<file path="config.mk">
export PLATFORM = sky130hd
export DESIGN_NAME = request_unit_atomic
export DESIGN_NICKNAME = d
export VERILOG_FILES = /design/src/rtl/request_unit_atomic.sv
export SDC_FILE = /design/constraint.sdc
export NUM_CORES = 1
export LEC_CHECK = 0
export CORE_UTILIZATION = 38
export CTS_CLUSTER_SIZE = 24
export DETAILED_ROUTE_END_ITERATION = 7
export GPL_TIMING_DRIVEN = 0
export PLACE_DENSITY = 0.79
export SLEW_MARGIN = 30
export SYNTH_ARGS = -nofsm -noshare
export SYNTH_HDL_FRONTEND = slang
export SYNTH_SLANG_ARGS = --single-unit
</file>
<file path="constraint.sdc">
create_clock -name CLK -period 3.6 [get_ports CLK]
set_clock_uncertainty 0.1 [all_clocks]
set_input_delay 0.72 -clock CLK [delete_from_list [all_inputs] [get_ports CLK]]
set_output_delay 0.72 -clock CLK [all_outputs]
set_load 0.005 [all_outputs]
</file>
<file path="src/rtl/request_unit_atomic.sv">
// request_unit_atomic: per-core memory request sequencer with LL/SC link tracking and stall counter
//
// Sequences an instruction fetch followed by an optional data access. Each data access is a
// multi-cycle handshake: the PC is stalled while the access waits for dhit, and a sticky halt
// is latched when a HALT instruction is fetched.
//
// Build option: define REQ_UNIT_ATOMIC_EN to enable the LL/SC link register, snoop
// invalidation, datomic and sc_success. Without it, LL is a plain read, SC is a plain
// write that is always issued, datomic is 0 and sc_success is 1.
//
// Ports:
//   CLK, RST             clock (rising edge), asynchronous active-high reset
//   ihit, dhit           instruction / data access complete this cycle
//   halt_in              decoded instruction is HALT
//   mem_read, mem_write  decoded load / store (store wins if both are set)
//   ll_in, sc_in         load-linked / store-conditional qualifiers
//   mem_addr, mem_store  effective address and store data
//   snoop_valid/addr     write by another master, used to invalidate the link
//   iREN, dREN, dWEN     bus enables, decoded from state
//   datomic              current data access is LL or SC
//   dmemaddr, dmemstore  latched address and store data, stable during DATA
//   pc_en                PC/pipeline may advance this cycle
//   sc_success           result of the most recent SC
//   cpu_halt             sticky halt
//   stall_cnt            saturating count of cycles spent in DATA
module request_unit_atomic #(
    parameter int ADDR_W = 32,
    parameter int DATA_W = 32,
    parameter int CNT_W  = 16
) (
    input  logic              CLK,
    input  logic              RST,
    input  logic              ihit,
    input  logic              dhit,
    input  logic              halt_in,
    input  logic              mem_read,
    input  logic              mem_write,
    input  logic              ll_in,
    input  logic              sc_in,
    input  logic [ADDR_W-1:0] mem_addr,
    input  logic [DATA_W-1:0] mem_store,
    input  logic              snoop_valid,
    input  logic [ADDR_W-1:0] snoop_addr,
    output logic              iREN,
    output logic              dREN,
    output logic              dWEN,
    output logic              datomic,
    output logic [ADDR_W-1:0] dmemaddr,
    output logic [DATA_W-1:0] dmemstore,
    output logic              pc_en,
    output logic              sc_success,
    output logic              cpu_halt,
    output logic [CNT_W-1:0]  stall_cnt
);
    typedef enum logic [1:0] {IDLE, DATA, HALT} state_t;

    state_t state, state_n;
    logic   op_wr;
    logic   sc_fail;
    logic   take;

    always_comb begin
        state_n = state;
        pc_en   = 1'b0;
        case (state)
            IDLE: if (ihit) begin
                if (halt_in)
                    state_n = HALT;
                else if ((mem_read | mem_write) && !sc_fail)
                    state_n = DATA;
                else
                    pc_en = 1'b1;
            end
            DATA: if (dhit) begin
                pc_en   = 1'b1;
                state_n = IDLE;
            end
            default: ;
        endcase
        if (RST)
            pc_en = 1'b0;
    end

    assign take = (state == IDLE) && (state_n == DATA);
    assign iREN = (state == IDLE) && !RST;
    assign dREN = (state == DATA) && !op_wr;
    assign dWEN = (state == DATA) && op_wr;

    always_ff @(posedge CLK or posedge RST) begin
        if (RST) begin
            state     <= IDLE;
            op_wr     <= 1'b0;
            dmemaddr  <= '0;
            dmemstore <= '0;
            cpu_halt  <= 1'b0;
            stall_cnt <= '0;
        end else begin
            state <= state_n;
            if (take) begin
                dmemaddr  <= mem_addr;
                dmemstore <= mem_store;
                op_wr     <= mem_write;
            end
            if (state_n == HALT)
                cpu_halt <= 1'b1;
            if (state == DATA && stall_cnt != '1)
                stall_cnt <= stall_cnt + 1'b1;
        end
    end

`ifdef REQ_UNIT_ATOMIC_EN
    logic              link_valid;
    logic [ADDR_W-3:0] link_addr;
    logic              op_ll;
    logic              op_sc;
    logic              data_done;

    // SC is judged against the link as registered, so a snoop in the same cycle cannot fail it
    assign sc_fail   = mem_write && sc_in &&
                       !(link_valid && mem_addr[ADDR_W-1:2] == link_addr);
    assign data_done = (state == DATA) && dhit;

    always_ff @(posedge CLK or posedge RST) begin
        if (RST) begin
            link_valid <= 1'b0;
            link_addr  <= '0;
            op_ll      <= 1'b0;
            op_sc      <= 1'b0;
            datomic    <= 1'b0;
            sc_success <= 1'b0;
        end else begin
            if (take) begin
                op_ll   <= mem_read & ll_in & ~mem_write;
                op_sc   <= mem_write & sc_in;
                datomic <= (mem_read & ll_in & ~mem_write) | (mem_write & sc_in);
            end else if (data_done) begin
                datomic <= 1'b0;
            end
            // a snoop to the word being linked in the same cycle leaves the link invalid
            if (data_done && op_ll) begin
                link_addr  <= dmemaddr[ADDR_W-1:2];
                link_valid <= !(snoop_valid && snoop_addr[ADDR_W-1:2] == dmemaddr[ADDR_W-1:2]);
            end else if (data_done && op_sc) begin
                link_valid <= 1'b0;
                sc_success <= 1'b1;
            end else if (state == IDLE && ihit && !halt_in && sc_fail) begin
                link_valid <= 1'b0;
                sc_success <= 1'b0;
            end else if (snoop_valid && snoop_addr[ADDR_W-1:2] == link_addr) begin
                link_valid <= 1'b0;
            end
        end
    end
`else
    logic unused_atomic;

    assign unused_atomic = ^{ll_in, sc_in, snoop_valid, snoop_addr};
    assign sc_fail       = 1'b0;
    assign datomic       = 1'b0;
    assign sc_success    = 1'b1;
`endif

endmodule
</file>
After elaboration in Yosys (flattened, before gate mapping)
Index checks and enable logic that the tools add are counted.

Output and inout bits: 87. Logic and storage cells: 31. Flip-flop bits (word level): 84. Bits of input ports: 106.

Add/subtract/negate cells: 1. Eq/ne operators: 4. Multiplexer cells: 11. Bitwise logic cells: 1. Reduce and logical (&&, ||, !) cells: 8.

Operators by type and width (count): 16-bit by 1-bit adder with 16-bit output, second input constant (1); 16-bit != test, second input constant (1); 2-bit 2-to-1 mux (4); 1-bit logical AND (5); 1-bit 2-to-1 mux (5); 2-bit by 1-bit equality test with 1-bit output, second input constant (2); 2-bit case mux with 2 select lines (1); 2-bit equality test, second input constant (1); 1-bit zero test (2); 2-bit zero test (1); 1-bit case mux with 2 select lines (1); 1-bit bitwise OR (1).

Logic depth before layout (Yosys ltp)
Gate-level depths: netlist (run 1).

Depth after elaboration: 7. Gate-level depth with buffers: 5. Depth with buffers taken out: 5.

Worst setup path before layout (run 1)
OpenSTA, ideal clock, no wires.

Path type: input to register. Start: input port halt_in. End: register dmemaddr[17]. Data required time: 3375 ps. Setup time: 125 ps. Cell stages on the path: 5. Path buffers: 2. Slack: 1598 ps. Arrival: 1777 ps. Cells stage by stage: nor4b_2 -> nor2b_1 -> buf_4 -> buf_6 -> mux2_2.

Cells in the longest elaborated chain, start to end: 5.

Ends and longest elaborated chain: from (decl) (RTL line 35) `input logic halt_in,`; 2-bit 2-to-1 mux (RTL line 67) `if (halt_in)`; 2-bit 2-to-1 mux (RTL line 66) `IDLE: if (ihit) begin`; 2-bit case mux with 2 select lines (RTL line 65) `case (state)`; 2-bit by 1-bit equality test with 1-bit output (RTL line 84) `assign take = (state == IDLE) && (state_n == DATA);`; 1-bit logical AND (RTL line 84); to (signal assigned) (RTL line 100) `dmemaddr <= mem_addr;`; to (decl) (RTL line 48) `output logic [ADDR_W-1:0] dmemaddr,`.

No other way between the ends. A chain may end at the register's enable or synchronous reset.

Final worst setup path (run 1)
Start: input port halt_in. End: output port pc_en.

Cells in the longest elaborated chain, start to end: 4.

Ends and longest elaborated chain: 1-bit 2-to-1 mux (RTL line 67); 1-bit 2-to-1 mux (RTL line 66); 1-bit case mux with 2 select lines (RTL line 65); 1-bit 2-to-1 mux (RTL line 80) `if (RST)`; to (decl) (RTL line 50) `output logic pc_en,`.

No other way between the ends.

==> run_results.csv, run 1 <==
group,metric,value,unit
logic_synthesis,synth_edf_count,0,
run_status,status,"completed",
grt,antenna_found_initial,0,
logic_synthesis,muxShareOfSynthArea,22.0,%
placed_design,hpwl,5610,µm
sta,timing.final.hold_violations,0,
clock_tree,h-tree-depth,3,
setup_path,rrSetupSlack,1700,ps
logic_synthesis,synth_compound_area_share,1.42,%
detailed_routing,viasPerCell,4.81,
setup_path,r2r_cells,5,
detailed_routing,drt-total-wl,7550,µm
final_layout,drive_gt1_share,23.5,%
run,cap_viol_max_count,0,
setup_path,cp-endpoint,"pc_en",
logic_synthesis,ys.flop_type,"dfrtp_1",
setup_path,critPathLaunch,"halt_in",
logic_synthesis,synth_top_family_by_area,"multiplexers",
final_layout,fill_cells,698,
logic_synthesis,ys_async_sr_fraction,100,%
clock_tree,cts_resized,0,
floorplan,die_y,97.2,µm
detailed_routing,wl_per_cell,14.7,µm
logic_synthesis,synth-seq-cells,84,
sta,fin_crit_sh,84.1,%
clock_tree,tritoncts,"done",
clock_tree,insertion_delay,330,ps
clock_tree,clockRootBuffer,"clkbuf_8",
final_layout,antenna_cells,0,
final_layout,seq_area,2100,µm²
power_and_ir_drop,power.switching,0.613,mW
logic_synthesis,syn_inst,233,
grt,grt_max_degree,44,
setup_path,arrival,2210,ps
setup_path,crit_path_end_kind,"primary output",
detailed_routing,dr.pass1.iters,4,
detailed_routing,postRouteAntennaNets,0,
placed_design,gp_congestion,0.815,
clock_tree,numCtsBuffers,9,
grt,first_global_vias,2632,
clock_tree,cts_setup_buffers,0,
logic_synthesis,synth_cell_types,33,
power_and_ir_drop,ir_drop,0.239,mV
floorplan,fp.coreArea,8760,µm²
power_and_ir_drop,combPwrFrac,26.6,%
grt,grt_util_all_layers,16.9,%
logic_synthesis,synth-adder-area-share,0.364,%
sta,timing.hold.ws,381,ps
logic_synthesis,avgSynthCellArea,14.8,µm²
sta,setup_viol_count_final,0,
detailed_routing,drcViolationCount,0,
detailed_routing,via_count,2463,
final_layout,final_nets,507,
floorplan,ioPinCount,193,
grt,overflow,0,
logic_synthesis,yosys.cell_count.top_type,"dfrtp_1",
logic_synthesis,ys_seq_area_share,61.1,%
sta,rsz0062_at_grt,"false",
floorplan,start_util,39.3,%
floorplan,row_count,34,
setup_path,cp-start-kind,"input port",
min_path,min_path_type,"flip-flop to flip-flop",
power_and_ir_drop,sw_frac_of_total,23.5,%
setup_path,worst_r2r_startpoint,"state[1]$_DFF_PP0_",
setup_path,critPathMaxFanout,3,
sta,report.final.slew_viol_count,0,
logic_synthesis,syn-num-nets,340,
grt,grt_pass1_wl,12900,µm
logic_synthesis,synthXorXnorAreaFrac,3.31,%
sta,setup_tns,0,ps
placed_design,portBuffers,155,
sta,fmax,330,MHz
final_layout,multi_input_area,1240,µm²
logic_synthesis,netlist_top_cells_count,"dfrtp_1, mux2_2, xor2_1, nor3_1, nand2_1",
clock_tree,clock-sinks,84,
clock_tree,clk_pin_slew,70,ps
setup_path,worst-setup-path-type,"input port to primary output",
logic_synthesis,yosys.area.top_type_share,61.1,%
setup_path,required,2780,ps
logic_synthesis,synthTopCellsByArea,"dfrtp_1, mux2_2, xor2_1",
floorplan,die_w,97.2,µm
detailed_routing,first_iter_violations,71,
clock_tree,cts-hold-fix-buffers,0,
power_and_ir_drop,intPower,2.00,mW
final_layout,fin_util,61.1,%
setup_path,timing.rr.end,"dmemaddr[5]$_DFFE_PP0P_",
logic_synthesis,synth-simple-area-share,8.76,%
logic_synthesis,yosysTopAreaCell,"dfrtp_1",
power_and_ir_drop,power.density,487,nW/µm²
floorplan,dieArea,9440,µm²
clock_tree,clock_path_buffers,2,
final_layout,syn_to_final_growth,55.5,%
power_and_ir_drop,p_seq_share,47.6,%
power_and_ir_drop,clkPwrFrac,25.9,%
sta,fin_crit,3030,ps
logic_synthesis,netlist_area,3440,µm²
power_and_ir_drop,leakage,2.37,nW
logic_synthesis,yosys_warnings,0,
-- flip-flops by register name, summed over array words and instances, names as in the netlist --
name and count:
dmemaddr 32, dmemstore 32, stall_cnt 16, state 2, cpu_halt 1, op_wr 1
-- cells by family after synthesis --
family | after synthesis
flops | 84
mux | 67
simple gates | 48
fa+ha+maj | 1
xor+xnor | 13
buf+inv | 11
compound gates | 7
other cells | 2
-- layout by cell type (no fill, tap or decap), drive strengths merged, types with 2 or more instances in the layout --
master	count
dfrtp	84
xor2	13
buf	10
conb	2
nand3	4
clkbuf	11
clkdlybuf4s50	155
nor4	3
nor3	11
nand2	9
mux2	67
inv	2
clkinv	3
nor4b	2
nand4	6
and2	2
o21ai	2
nor2	6
-- worst min-delay path by stage --
stage | slack (ps) | startpoint | cells past startpoint | to
after floorplan | 370 | cpu_halt$_DFFE_PP0N_ | 1 | cpu_halt$_DFFE_PP0N_
after global placement | 350 | cpu_halt$_DFFE_PP0N_ | 1 | cpu_halt$_DFFE_PP0N_
after detailed placement | 370 | cpu_halt$_DFFE_PP0N_ | 1 | cpu_halt$_DFFE_PP0N_
after CTS | 390 | cpu_halt$_DFFE_PP0N_ | 1 | cpu_halt$_DFFE_PP0N_
after global routing | 410 | cpu_halt$_DFFE_PP0N_ | 1 | cpu_halt$_DFFE_PP0N_
final | 380 | cpu_halt$_DFFE_PP0N_ | 1 | cpu_halt$_DFFE_PP0N_
-- power by group through the flow --
| stage | combinational [mW] | sequential, mW | clock [mW] |
|---|---|---|---|
| after floorplan | 0.191 | 1.27 | 0 |
| after global placement | 0.689 | 1.25 | 0 |
| after detailed placement | 0.705 | 1.26 | 0 |
| after CTS | 0.707 | 1.24 | 0.699 |
| after global routing | 0.741 | 1.27 | 0.736 |
| final | 0.694 | 1.24 | 0.674 |
-- through the flow --
step	std cells	instance area (µm²)	power (mW)	setup WS, ps
after floorplan	233	3440	1.46	615
final	512	5350	2.61	574
after global routing	512	5350	2.75	448
after CTS	512	5350	2.65	556
after global placement	496	5130	1.94	-752
after detailed placement	497	5150	1.97	570
-- per-layer routing --
metal	part of all wire, %	GRT usage (%)	vias up
met5	0	0	-
met4	1.2	5.05	0
met2	48	27.7	101
li1	-	-	1150
met3	6.9	4.39	8
met1	44	21.9	1204
-- critical path, stage by stage --
cell             delay (ps)
clkdlybuf4s50_1         440
nor4b_2                 280
a22oi_1                 120
nor2_1                  120
clkdlybuf4s50_1         520
-- final cells by class --
type / count / area share (%)
Clock inverter: 4 / 0.911
Tap cell: 108 / 2.52
Sequential cell: 84 / 39.3
Buffer: 9 / 1.68
Clock buffer: 11 / 2.83
Inverter: 2 / 0.234
Multi-Input combinational cell: 138 / 23.2
Timing Repair Buffer: 156 / 29.4
No activity file was read; power rests on OpenSTA's default activity.
==> run 2, diff against run 1 <==
clock period = 3.11 ns   (was 3.6 ns; I/O delays follow)
==> results of run 2 <==
The final DEF is identical to that of run 1. Status: completed.
Main changes from that run: setup slack after placement 570 ps -> 276 ps; setup slack after layout 574 ps -> 280 ps; register-to-register setup slack 1700 ps -> 1210 ps; total power 2.61 mW -> 3.02 mW; worst IR drop on VDD 0.239 mV -> 0.276 mV
